**src/rtl/fifo_rd_ctrl_pkg.sv**
```systemverilog
// Shared pointer helpers for the async FIFO read and write controllers.
// Functions work on a 32-bit container; callers zero-extend and truncate to their pointer width.
package fifo_rd_ctrl_pkg;

    localparam int unsigned PTR_MAX_W = 32;

    function automatic logic [PTR_MAX_W-1:0] bin2gray(input logic [PTR_MAX_W-1:0] bin);
        return bin ^ (bin >> 1);
    endfunction

    // Zero-extended Gray input keeps the prefix XOR correct for any narrower width.
    function automatic logic [PTR_MAX_W-1:0] gray2bin(input logic [PTR_MAX_W-1:0] gray);
        logic [PTR_MAX_W-1:0] bin;
        bin[PTR_MAX_W-1] = gray[PTR_MAX_W-1];
        for (int i = PTR_MAX_W - 2; i >= 0; i--) begin
            bin[i] = bin[i+1] ^ gray[i];
        end
        return bin;
    endfunction

endpackage

```
**src/rtl/fifo_rd_ctrl_gray2bin.sv**
```systemverilog
// Combinational Gray-to-binary converter (MSB-first XOR prefix).
module fifo_rd_ctrl_gray2bin #(
    parameter int W = 5
) (
    input  logic [W-1:0] i_gray,
    output logic [W-1:0] o_bin
);

    always_comb begin
        o_bin = '0;
        o_bin[W-1] = i_gray[W-1];
        for (int i = W - 2; i >= 0; i--) begin
            o_bin[i] = o_bin[i+1] ^ i_gray[i];
        end
    end

endmodule

```
**src/rtl/fifo_rd_ctrl.sv**
```systemverilog
// Read-domain pointer/status controller for the async FIFO.
// Consumes the synchronized Gray write pointer and produces the Gray read pointer, RAM address and status flags.
module fifo_rd_ctrl
    import fifo_rd_ctrl_pkg::*;
#(
    parameter int ADDR_WIDTH = 4,
    parameter int AE_THRESH  = 2
) (
    input  logic                  clk,
    input  logic                  resetn,
    input  logic                  rd_en,
    input  logic [ADDR_WIDTH:0]   wptr_sync,
    output logic [ADDR_WIDTH:0]   rptr,
    output logic [ADDR_WIDTH-1:0] raddr,
    output logic                  empty,
    output logic                  almost_empty,
    output logic [ADDR_WIDTH:0]   rd_count,
    output logic                  rd_valid,
    output logic                  underflow
);

    localparam int PW = ADDR_WIDTH + 1;
    localparam logic [PW-1:0] AE_LIMIT = PW'(AE_THRESH);

    logic [PW-1:0] r_rbin;
    logic [PW-1:0] r_rgray;
    logic          r_empty;
    logic          r_almost_empty;
    logic [PW-1:0] r_rd_count;
    logic          r_rd_valid;
    logic          r_underflow;

    logic          w_accept;
    logic [PW-1:0] w_rbin_next;
    logic [PW-1:0] w_rgray_next;
    logic [PW-1:0] w_wbin;
    logic [PW-1:0] w_count_next;

    fifo_rd_ctrl_gray2bin #(.W(PW)) u_wptr_g2b (
        .i_gray (wptr_sync),
        .o_bin  (w_wbin)
    );

    // Gate on the registered empty so a read of the last word is never double-counted.
    assign w_accept     = rd_en & ~r_empty;
    assign w_rbin_next  = r_rbin + {{ADDR_WIDTH{1'b0}}, w_accept};
    assign w_rgray_next = PW'(bin2gray(PTR_MAX_W'(w_rbin_next)));
    assign w_count_next = w_wbin - w_rbin_next;

    always_ff @(posedge clk or negedge resetn) begin
        if (!resetn) begin
            r_rbin         <= '0;
            r_rgray        <= '0;
            r_empty        <= 1'b1;
            r_almost_empty <= 1'b1;
            r_rd_count     <= '0;
            r_rd_valid     <= 1'b0;
            r_underflow    <= 1'b0;
        end else begin
            r_rbin         <= w_rbin_next;
            r_rgray        <= w_rgray_next;
            r_empty        <= (w_rgray_next == wptr_sync);
            r_almost_empty <= (w_count_next <= AE_LIMIT);
            r_rd_count     <= w_count_next;
            r_rd_valid     <= w_accept;
            r_underflow    <= rd_en & r_empty;
        end
    end

    assign rptr         = r_rgray;
    assign raddr        = r_rbin[ADDR_WIDTH-1:0];
    assign empty        = r_empty;
    assign almost_empty = r_almost_empty;
    assign rd_count     = r_rd_count;
    assign rd_valid     = r_rd_valid;
    assign underflow    = r_underflow;

endmodule

```
**config.mk**
```make
export PLATFORM = sky130hd
export DESIGN_NAME = fifo_rd_ctrl
export DESIGN_NICKNAME = d
export VERILOG_FILES = /design/src/rtl/fifo_rd_ctrl_pkg.sv /design/src/rtl/fifo_rd_ctrl_gray2bin.sv /design/src/rtl/fifo_rd_ctrl.sv
export SDC_FILE = /design/constraint.sdc
export NUM_CORES = 1
export LEC_CHECK = 0
export ABC_AREA = 1
export CORE_MARGIN = 2
export CORE_UTILIZATION = 40
export CTS_CLUSTER_SIZE = 24
export DETAILED_ROUTE_END_ITERATION = 10
export PLACE_DENSITY = 0.72
export SLEW_MARGIN = 10
export SYNTH_ARGS = -nofsm -noshare
export SYNTH_HDL_FRONTEND = slang
export SYNTH_SLANG_ARGS = --single-unit
```
**constraint.sdc**
```tcl
create_clock -name clk -period 2.1 [get_ports clk]
set_input_delay 0.42 -clock clk [delete_from_list [all_inputs] [get_ports clk]]
set_output_delay 0.42 -clock clk [all_outputs]
set_load 0.005 [all_outputs]
```
# [Word level (Yosys, flattened, before mapping)]
# Index checks and enable logic that the tools add are counted.
[word_totals] ff_bits=19 latchBits=0 mem_bits_rw=0 romBits=0 in_bits=8 out_inout_bits=18 word_cells=19 n_memories=0
[op_classes] n_addsub=2 n_mul=0 n_div=0 order_cmp=1 eq_ne=1 n_shift=0 muxes=0 bitwise_logic=8 n_reduce_logical=0
[ops] operator="$add 5x1->5" n=1
[ops] operator="$eq 5x5->1" n=1
[ops] operator="$le 5x2->1 const B" n=1
[ops] operator="$sub 5x5->5" n=1
[ops] operator="$xor 5x4->5" n=1
[ops] operator="$xor 1x1->1" n=4
[ops] operator="$and 1x1->1" n=2
[ops] operator="$not 1->1" n=1

# [Longest topological paths before layout]
# Gate-level depths: netlist of run 1.
[logic_depth] depth_word=6 mapped_depth=16 depth_no_buf=16

# [By module]
# A second synthesis of run 1 with hierarchy kept.
[unflattened] cells_unflattened=173 hier_area_um2=1216.2
[by_module_without_submodules] mod="fifo_rd_ctrl" instances=1 cells_each=149 area_each_um2=1088.5 seq_area_each_um2=452.9
[by_module_without_submodules] mod="fifo_rd_ctrl_gray2bin" instances=1 cells_each=24 area_each_um2=127.6 seq_area_each_um2=0.0

# [Worst setup path before layout of run 1]
# Ideal clock, no wire load.
[synth_path] kind="input port to flip-flop" startpoint="in wptr_sync[4]" endpoint="reg r_almost_empty, in the netlist almost_empty" t_arrival_ns=2.078 required_ns=2.036 setup_slack_ns=-0.042 path_stages=16 path_cell_list="inv_2 nand2_1 nand3_1 nand2_2 xor2_2 xor2_1 ha_1 inv_1 fa_1 nand2_1 inv_1 nand3_1 nand2_1 nand2_1 nand2_2 nor2_2"
[synth_via] elab_chain_len=6
[synth_lines] item="start: declaration" line="fifo_rd_ctrl.sv:12" source="input logic [ADDR_WIDTH:0] wptr_sync,"
[synth_lines] item="$xor 1x1->1 (4 in series)" line="fifo_rd_ctrl_gray2bin.sv:13" source="o_bin[i] = o_bin[i+1] ^ i_gray[i];"
[synth_lines] item="$sub 5x5->5 (*)" line="fifo_rd_ctrl.sv:48" source="assign w_count_next = w_wbin - w_rbin_next;"
[synth_lines] item="named net w_count_next[4]" line="fifo_rd_ctrl.sv:37" source="logic [PW-1:0] w_count_next;"
[synth_lines] item="$le 5x2->1 (*)" line="fifo_rd_ctrl.sv:63" source="r_almost_empty <= (w_count_next <= AE_LIMIT);"
[synth_lines] item="end signal: assignment" line="fifo_rd_ctrl.sv:63"
[synth_lines] item="end: declaration" line="fifo_rd_ctrl.sv:28" source="logic r_almost_empty;"
# Mark *: on every way through the listed nets, which the timed path passes. The rest lies on a longest branch.

# [Final worst setup path of run 1]
[layout_path] startpoint="in wptr_sync[4]" endpoint="reg r_almost_empty, in the netlist almost_empty"
[layout_via] elab_chain_len=6
[layout_lines] item="$xor 1x1->1 (*) (3 in series)" line="fifo_rd_ctrl_gray2bin.sv:13"
[layout_lines] item="$xor 1x1->1" line="fifo_rd_ctrl_gray2bin.sv:13"
[layout_lines] item="$sub 5x5->5 (*)" line="fifo_rd_ctrl.sv:48"
[layout_lines] item="named net w_count_next[1]" line="fifo_rd_ctrl.sv:37"
[layout_lines] item="$le 5x2->1 (*)" line="fifo_rd_ctrl.sv:63"
# Marks and branches as above.

==> results of run 1 <==
[timing repair]
item,in CTS,in global routing
hold buffers,0,0
pin swaps,12,5
setup buffers,7,1
gates resized for setup,31,8
endpoints found under the setup margin,6,2
gates cloned,0,0
[stage by stage]
| step | cell area (sq um) | setup slack [ns] | utilization |
|---|---|---|---|
| 2_1_floorplan | 1080 | -0.0419 | - |
| 3_3_place_gp | 1500 | -0.623 | 0.594 |
| 3_5_place_dp | 1500 | -0.678 | 0.594 |
| 4_1_cts | 1650 | 0.000449 | 0.655 |
| 5_1_grt | 1670 | 0.0310 | 0.660 |
| 6_report | 1670 | 0.0975 | 0.660 |
[final cells by class]
type                       count  area [sq um]  area share
inverter                      22          85.1      0.0511
timing repair buffer          52           440       0.264
sequential                    18           453       0.272
clock buffer                   3          22.5      0.0135
multi-input combinational     93           627       0.376
tap                           30          37.5      0.0225
[cell usage after synthesis (all sizes together)]
cell type  instances
nand4              1
nor2               9
buf                1
inv               22
xor2               4
dfrtp             16
nand3b             1
dfstp              2
fa                 1
ha                 6
nand2             51
nand3             17
o21ai              1
a21oi              2
[cells by family (layout without fill, tap and decap cells)]
logic type      count (synthesis)  after routing  share of synthesized area
flops                          18             18                      0.419
buf+inv                        23             77                     0.0869
xor+xnor                        4              4                     0.0394
simple gates                   79             79                      0.349
compound gates                  3              3                     0.0174
fa+ha+maj                       7              7                     0.0881
[sequential cells by signal (all words and copies together), names as in the netlist]
register      flops
almost_empty      1
empty             1
r_rbin            5
rd_count          5
rd_valid          1
rptr              4
underflow         1
[power groups by stage]
stage | Clock, W | Sequential, W | Combinational [W]
after floorplan | 0 | 0.000609 | 0.000786
after global placement | 0 | 0.000609 | 0.00144
after detailed placement | 0 | 0.000618 | 0.00149
after CTS | 0.000178 | 0.000622 | 0.00163
after global routing | 0.000201 | 0.000648 | 0.00185
final | 0.000179 | 0.000623 | 0.00167
[layer usage]
layer  track usage  part of all wire  vias to the layer above
met5             0                 0                        -
met4        0.0986             0.034                        0
met3        0.0326             0.033                        9
met2         0.318              0.50                       23
met1         0.226              0.43                      512
li1              -                 -                      519
[final timing paths]
path | to | slack [ns] | depth (start not counted)
worst min register to register | underflow$_DFF_PN0_ | 0.51 | 2
worst min-delay path | r_rbin[3]$_DFF_PN0_ | 0.43 | 2
worst max-delay path | almost_empty$_DFF_PN1_ | 0.1 | 14
worst max register to register | almost_empty$_DFF_PN1_ | 0.1 | 10
min in group clk | underflow$_DFF_PN0_ | 0.46 | 3
max in group asynchronous | almost_empty$_DFF_PN1_ | 1.41 | 2
[worst max-delay path: cells and delay by family]
kind,cells,cell delay (ns)
adders and majority gates,2,0.71
and+or+nand+nor,7,0.55
xor gates and xnor gates,2,0.35
buffers and inverters,3,0.21
==> flow_summary.toml, run 1 <==
[outcome]
status = "finished, final reports clean"

[layout]
area_growth_pct = 54.2
instances_no_fill = 218
layout.nets = 205
layout_common_cells = "nand2_1, buf_4, nand2_2, clkdlybuf4s50_1, dfrtp_1"
final_common_cell = "nand2_1"
diodes = 0
drive_gt1_frac = 0.420
n_fill_cell = 214

[global_route]
grt_max_degree = 19
grt_pass1_wl_um = 4610
grt_pass1_vias = 1096
antenna_found_initial = 0
grt_util_all_layers = 0.188
grt_overflow_total = 0

[worst_setup_path]
startpoint_type = "input port"
crit_chain = "buf_4 -> nand2_1 -> nand3_2 -> nand2_2 -> xor2_2 -> xor2_1 -> ha_2 -> inv_2 -> fa_2 -> inv_1 -> nor2_1 -> nor2_1 -> nand3_1 -> nor2_2"
crit_top_cell = "nor2_1"
slowest_stage = "fa_2"
crit_type = "input port to register"
critical_path_arrival_ns = 2.25
slowest_delay_ns = 0.52
crit_path_start = "wptr_sync[4]"
reg2reg_from = "empty$_DFF_PN1_"
crit_path_end_kind = "register"
required_ns = 2.35
critPathMaxFanout = 4

[yosys]
ys.warnings.count = 0
synth_nets = 149
synth_top_area_share = 0.371
ys_seq_elements = 18
avgSynthCellArea_sq_um = 8.06
netlist_instances = 134
yosysTopAreaCell = "dfrtp_1"
yosys-top-cells-area = "dfrtp_1, nand2_1, nand2_2, nand3_1, ha_1"
netlist_area_sq_um = 1080
synthDistinctLibCells = 19
yosysSeqAreaShare = 0.419

[drt]
vias = 1063
routed_wl_um = 2660
drc_errors = 0
first_iter_violations = 18
ant_nets = 0
post_drt_wl_per_cell_um = 12.2
drtPass1Iterations = 4
via_per_inst = 4.88

[power]
swShare = 0.412
netSwitchingPower_w = 0.00102
p_seq_frac = 0.253
p_leak_nw = 0.853
p_clk_frac = 0.072
power_density_nw_per_um2 = 1480
p_int_w = 0.00145
vdd_drop_max_uv = 850
p_comb_frac = 0.675
power.total_w = 0.00247

[die]
num_rows = 18
dieHeight_um = 56.0
core_area_sq_um = 2520
die_w_um = 56.0
dieArea_sq_um = 3130
ios = 26
start_util = 0.428

[sta]
holdWs_ns = 0.434
post-route-period-util = 0.954
grt_setup_unrepaired = "no"
setup_violations = 0
hold_violations = 0
min_period_ns = 2.00
final.setup.tns_ns = 0
tightest_slew_ns = 0.352
max_freq_ghz = 0.499
finClkSkew_ns = 0.00180
final_max_slew_viol_count = 0
relSlewSlack = 0.765

[clock_tree]
clockBufferDepth = 2
cts_sinks = 18
cts_tree = "yes"
h-tree-depth = 1
cts_buffers = 3
clock_latency_ns = 0.30
cts_root_buf = "clkbuf_4"
path_clk_slew_ns = 0.10

[worst_hold_path]
min_path_type = "input port to async pin"

[placed_design]
dp_hpwl_um = 1840
gp_congestion = 0.839
post-place-cells = 207
portBuffers = 25

[run]
drv_cap = 0
(Power assumes the default switching activity.)
==> run 2: changes to the inputs <==
CTS_CLUSTER_SIZE = default   (was 24)
PLACE_DENSITY = 0.74   (was 0.72)
clock period = 1.8 ns   (was 2.1 ns; I/O delays follow)
==> run 2 against run 1 <==
  * The run now ends with negative setup slack left
  * Design area rose by 11%
  * Clock-buffer cell count did not move
  * First-iteration DRC count fell by 22%
  * Worst setup slack got worse by 0.30 ns
  * Clock skew rose by 0.0014 ns
  * Via count rose by 1.6%
  * Largest power group unchanged
  * Highest routed layer unchanged
==> flow_summary.toml, run 2 (synthesized netlist as in run 1, its figures left out) <==
[global_route]
grt_pass1_wl_um = 5020
grt_max_degree = 19
grt_util_all_layers = 0.209
antenna_found_initial = 0
grt_pass1_vias = 1159
grt_overflow_total = 0

[sta]
finClkSkew_ns = 0.00315
finalWorstSetupSlack_ns = -0.205
max_freq_ghz = 0.499
holdWs_ns = 0.392
relSlewSlack = 0.739
setup_violations = 4
hold_violations = 0
min_period_ns = 2.00
tightest_slew_ns = 0.392
final_max_slew_viol_count = 0
post-route-period-util = 1.11
grt_setup_unrepaired = "yes"

[drt]
top_layer_used = "met4"
drc_errors = 0
vias = 1080
routed-wl-met2_um = 1780
met1Wirelength_um = 1200
ant_nets = 0
post_drt_wl_per_cell_um = 14.2
wl_met3_um = 101
first_iter_violations = 14
via_per_inst = 4.84
drtPass1Iterations = 4
routed_wl_um = 3170

[worst_setup_path]
required_ns = 2.04
crit_path_start = "wptr_sync[0]"
crit_end = "almost_empty$_DFF_PN1_"
rr_worst_depth = 10
crit_type = "input port to register"
crit_chain = "clkdlybuf4s50_1 -> inv_2 -> xor2_2 -> ha_4 -> inv_2 -> fa_2 -> inv_2 -> nor2_1 -> nor2_1 -> nand3_1 -> nor2_2"
slowest_delay_ns = 0.51
reg2reg_to = "almost_empty$_DFF_PN1_"
rrSetupSlack_ns = -0.20
crit_path_end_kind = "register"
critical_path_arrival_ns = 2.24
reg2reg_from = "empty$_DFF_PN1_"
critPathMaxFanout = 2
slowest_stage = "clkdlybuf4s50_1"
crit_top_cell = "inv_2"
startpoint_type = "input port"

[outcome]
violations = "negative setup slack"
status = "finished with violations"

[die]
dieHeight_um = 56.0
num_rows = 18
ios = 26
start_util = 0.428
dieArea_sq_um = 3130
core_area_sq_um = 2520
die_w_um = 56.0

[layout]
drive_gt1_frac = 0.518
layout_common_cells = "buf_4, nand2_1, nand2_2, clkdlybuf4s50_1, dfrtp_1"
layout.nets = 210
instances_no_fill = 223
diodes = 0
area_growth_pct = 71.4
n_fill_cell = 200
final_common_cell = "buf_4"
post-route-util = 0.734

[clock_tree]
cts_buffers = 3
clockBufferDepth = 2
cts_tree = "yes"
ctsHoldBuffers = 0
cts_root_buf = "clkbuf_4"
path_clk_slew_ns = 0.10
clock_latency_ns = 0.29
cts_sinks = 18
h-tree-depth = 1

[placed_design]
gp_congestion = 0.829
post-place-cells = 209
portBuffers = 25
dp_hpwl_um = 2060

[run]
drv_cap = 0

[worst_hold_path]
min_path_type = "input port to async pin"

[power]
vdd_drop_max_uv = 1040
power_density_nw_per_um2 = 1710
p_leak_nw = 0.917
## run 2: cell types whose count changed in the layout (fill, tap and decap cells not counted), sizes merged
cell	change
buf	+5
clkdlybuf4s50	-1
dlygate4sd2	+1
## run 2: where the power goes
group / switching, W / internal [W]
clock: 0.000120 / 0.0000779
combinational: 0.00108 / 0.00115
sequential: 0.000143 / 0.000594
total: 0.00134 / 0.00182
## run 2: metrics by stage
step | cell area (sq um) | TNS (ns) | worst slack [ns] | power, W
detailed placement | 1560 | -6.53 | -1.02 | 0.00252
floorplan | 1120 | -0.523 | -0.270 | 0.00165
global placement | 1560 | -5.68 | -0.894 | 0.00242
finish | 1850 | -0.285 | -0.205 | 0.00316
CTS | 1750 | -0.392 | -0.243 | 0.00294
global route | 1850 | -0.663 | -0.277 | 0.00340
## run 2: worst min path at each step
stage / to / slack (ns) / depth (start not counted)
finish: r_rbin[1]$_DFF_PN0_ / 0.39 / 2
global route: r_rbin[1]$_DFF_PN0_ / 0.41 / 2
CTS: r_rbin[1]$_DFF_PN0_ / 0.40 / 2
detailed placement: rd_valid$_DFF_PN0_ / 0.60 / 1
global placement: r_rbin[4]$_DFF_PN0_ / 0.58 / 2
floorplan: r_rbin[0]$_DFF_PN0_ / 0.06 / 0
## run 2: routing by layer
metal | vias to the layer above | GRT usage
met4 | 0 | 0.0952
met1 | 513 | 0.221
met5 | - | 0
li1 | 531 | -
met3 | 8 | 0.0372
met2 | 28 | 0.396
## run 2: critical path: cells and delay by family
kind / cells / cell delay [ns]
simple gates: 4 / 0.37
fa+ha+maj: 2 / 0.62
xor+xnor: 1 / 0.19
buf+inv: 4 / 0.70
## run 2: repair_timing
action / in CTS / in global routing
setup buffers: 11 / 1
endpoints found under the hold margin: 0 / 0
gates resized for setup: 33 / 30
cloned: 0 / 0
pin swaps: 19 / 20
endpoints found under the setup margin: 9 / 7
## run 2: final cells by class
class	instances	area (sq um)	share of cell area
inverters	22	97.6	0.0527
flip-flops and latches	18	453	0.245
well taps	30	37.5	0.0203
clock buffers	3	22.5	0.0122
multi-input cells	93	744	0.402
repair buffers	57	495	0.268
==> run 3: changes to the inputs <==
CORE_MARGIN = 3   (was 2)
CTS_CLUSTER_SIZE = 10   (was default)
PLACE_DENSITY = 0.69   (was 0.74)
==> run 3 against run 2 <==
  * The flow still finishes with violations (negative setup slack)
  * Die area grew 7.3%
  * Sequential share of layout area grew 0.89 points
  * Global-route usage decreased by 2.5 points
  * Power shrank 3.2%
  * Clock skew hardly changed
  * Utilization shrank 2.4 points
  * Flip-flop and latch count did not move
  * Combinational power decreased by 5%
  * Design area shrank 3.2%
  * Critical endpoint unchanged
  * Largest power group unchanged
==> flow_summary.toml, run 3 (synthesized netlist as in run 1, its figures left out) <==
[sta]
min_period_ns = 1.93
finClkSkew_ns = 0.00287
relSlewSlack = 0.759
setup_violations = 3
grt_setup_unrepaired = "yes"
post-route-period-util = 1.07
max_freq_ghz = 0.519
holdWs_ns = 0.378
final_max_slew_viol_count = 0
tightest_slew_ns = 0.362
finalWorstSetupSlack_ns = -0.127
hold_violations = 0
final.setup.tns_ns = -0.206

[drt]
routed_wl_um = 2800
vias = 1051
drc_errors = 0
ant_nets = 0
first_iter_violations = 13
via_per_inst = 4.80
post_drt_wl_per_cell_um = 12.8
drtPass1Iterations = 4

[clock_tree]
cts_root_buf = "clkbuf_4"
h-tree-depth = 1
clockBufferDepth = 2
cts_buffers = 3
cts_tree = "yes"
cts_sinks = 18
ctsHoldBuffers = 0
clock_latency_ns = 0.30
path_clk_slew_ns = 0.11

[power]
p_int_w = 0.00180
power.total_w = 0.00306
p_clk_frac = 0.068
swShare = 0.414
vdd_drop_max_uv = 981
p_leak_nw = 0.900
p_comb_frac = 0.693
p_seq_frac = 0.239
netSwitchingPower_w = 0.00127
power_density_nw_per_um2 = 1710

[layout]
drive_gt1_frac = 0.481
diodes = 0
layout_common_cells = "nand2_1, buf_4, clkdlybuf4s50_1, nand2_2, dfrtp_1"
seq_area_sq_um = 454
area_growth_pct = 65.8
multi_input_area_sq_um = 708
layout.nets = 206
final_common_cell = "nand2_1"
final_cell_area_sq_um = 1790
n_fill_cell = 200

[global_route]
grt_pass1_vias = 1106
antenna_found_initial = 0
grt_pass1_wl_um = 4740
grt_busiest_layer = "met2"
globalRouteMet1Util = 0.215
grt_overflow_total = 0
grt_util_all_layers = 0.183
grtUsageMet3 = 0.0223
grt_util_met2 = 0.331
grt_max_degree = 19

[outcome]
violations = "negative setup slack"
status = "finished with violations"

[worst_setup_path]
reg2reg_from = "empty$_DFF_PN1_"
critical_path_arrival_ns = 2.17
crit_path_start = "empty$_DFF_PN1_"
crit_chain = "nor2_4 -> ha_4 -> ha_4 -> inv_2 -> fa_2 -> inv_2 -> nor2_2 -> nor2_1 -> nand3_1 -> nor2_2"
slowest_stage = "dfstp_2"
slowest_delay_ns = 0.57
path_delay_family = "adder cells"
required_ns = 2.05
startpoint_type = "register"
crit_path_end_kind = "register"
reg2reg_to = "almost_empty$_DFF_PN1_"
rrSetupSlack_ns = -0.13
rr_worst_depth = 10
crit_type = "register to register"
critPathMaxFanout = 3
crit_buf_inv = 2

[placed_design]
portBuffers = 25
placed_cell_area_sq_um = 1570
dp_hpwl_um = 1980
pre_cts_slack_ns = -0.968
gp_congestion = 0.789

[die]
num_rows = 18
start_util = 0.428
dieHeight_um = 58.0
die_w_um = 58.0
dieArea_sq_um = 3360
ios = 26
core_area_sq_um = 2520

[worst_hold_path]
min_path_type = "input port to async pin"

[run]
drv_cap = 0
run 3: cell types whose count changed in the layout (fill, tap and decap cells not counted), sizes merged:
| cell | before | now |
|---|---|---|
| buf | 34 | 30 |
run 3: worst register-to-register path: stages (launching register included):
cell and delay [ns]:
dfstp_2 0.57, nor2_4 0.06, ha_4 0.23, ha_4 0.16
inv_2 0.05, fa_2 0.45, inv_2 0.07, nor2_2 0.03
nor2_1 0.09, nand3_1 0.08, nor2_2 0.10
run 3: worst max-delay path by stage:
| stage | cells after the start | slack [ns] | end |
|---|---|---|---|
| global placement | 16 | -0.90 | almost_empty$_DFF_PN1_ |
| detailed placement | 15 | -0.97 | almost_empty$_DFF_PN1_ |
| global route | 10 | -0.25 | almost_empty$_DFF_PN1_ |
| finish | 10 | -0.13 | almost_empty$_DFF_PN1_ |
| CTS | 16 | -0.19 | almost_empty$_DFF_PN1_ |
| floorplan | 14 | -0.27 | almost_empty$_DFF_PN1_ |
run 3: routing by layer:
| layer | up-vias | share of wire | routed length (um) |
|---|---|---|---|
| met5 | - | 0 | 0 |
| met4 | 0 | 0.023 | 65 |
| met3 | 6 | 0.044 | 123 |
| met2 | 30 | 0.52 | 1470 |
| met1 | 491 | 0.41 | 1140 |
| li1 | 524 | - | - |
run 3: cell type report:
type / count / share of cell area
Tap cell: 30 / 0.0210
Multi-Input combinational cell: 93 / 0.396
Timing Repair Buffer: 53 / 0.263
Clock buffer: 3 / 0.0126
Sequential cell: 18 / 0.254
Inverter: 22 / 0.0545
run 3: per-stage QoR:
step                utilization  instances
global placement          0.621        210
detailed placement        0.621        210
finish                    0.710        219
floorplan                     -        134
CTS                       0.677        219
global route              0.710        219
run 3: power groups by stage:
stage	combinational (W)	clock, W	sequential (W)
after CTS	0.00194	0.000213	0.000726
final	0.00212	0.000209	0.000731
after global placement	0.00174	0	0.000711
after detailed placement	0.00179	0	0.000725
after floorplan	0.000935	0	0.000711
after global routing	0.00236	0.000227	0.000759
run 3: what timing repair did:
action | CTS | global route
pin swaps | 14 | 13
resized for setup | 28 | 25
setup endpoints to repair | 10 | 6
buffers inserted | 6 | 1
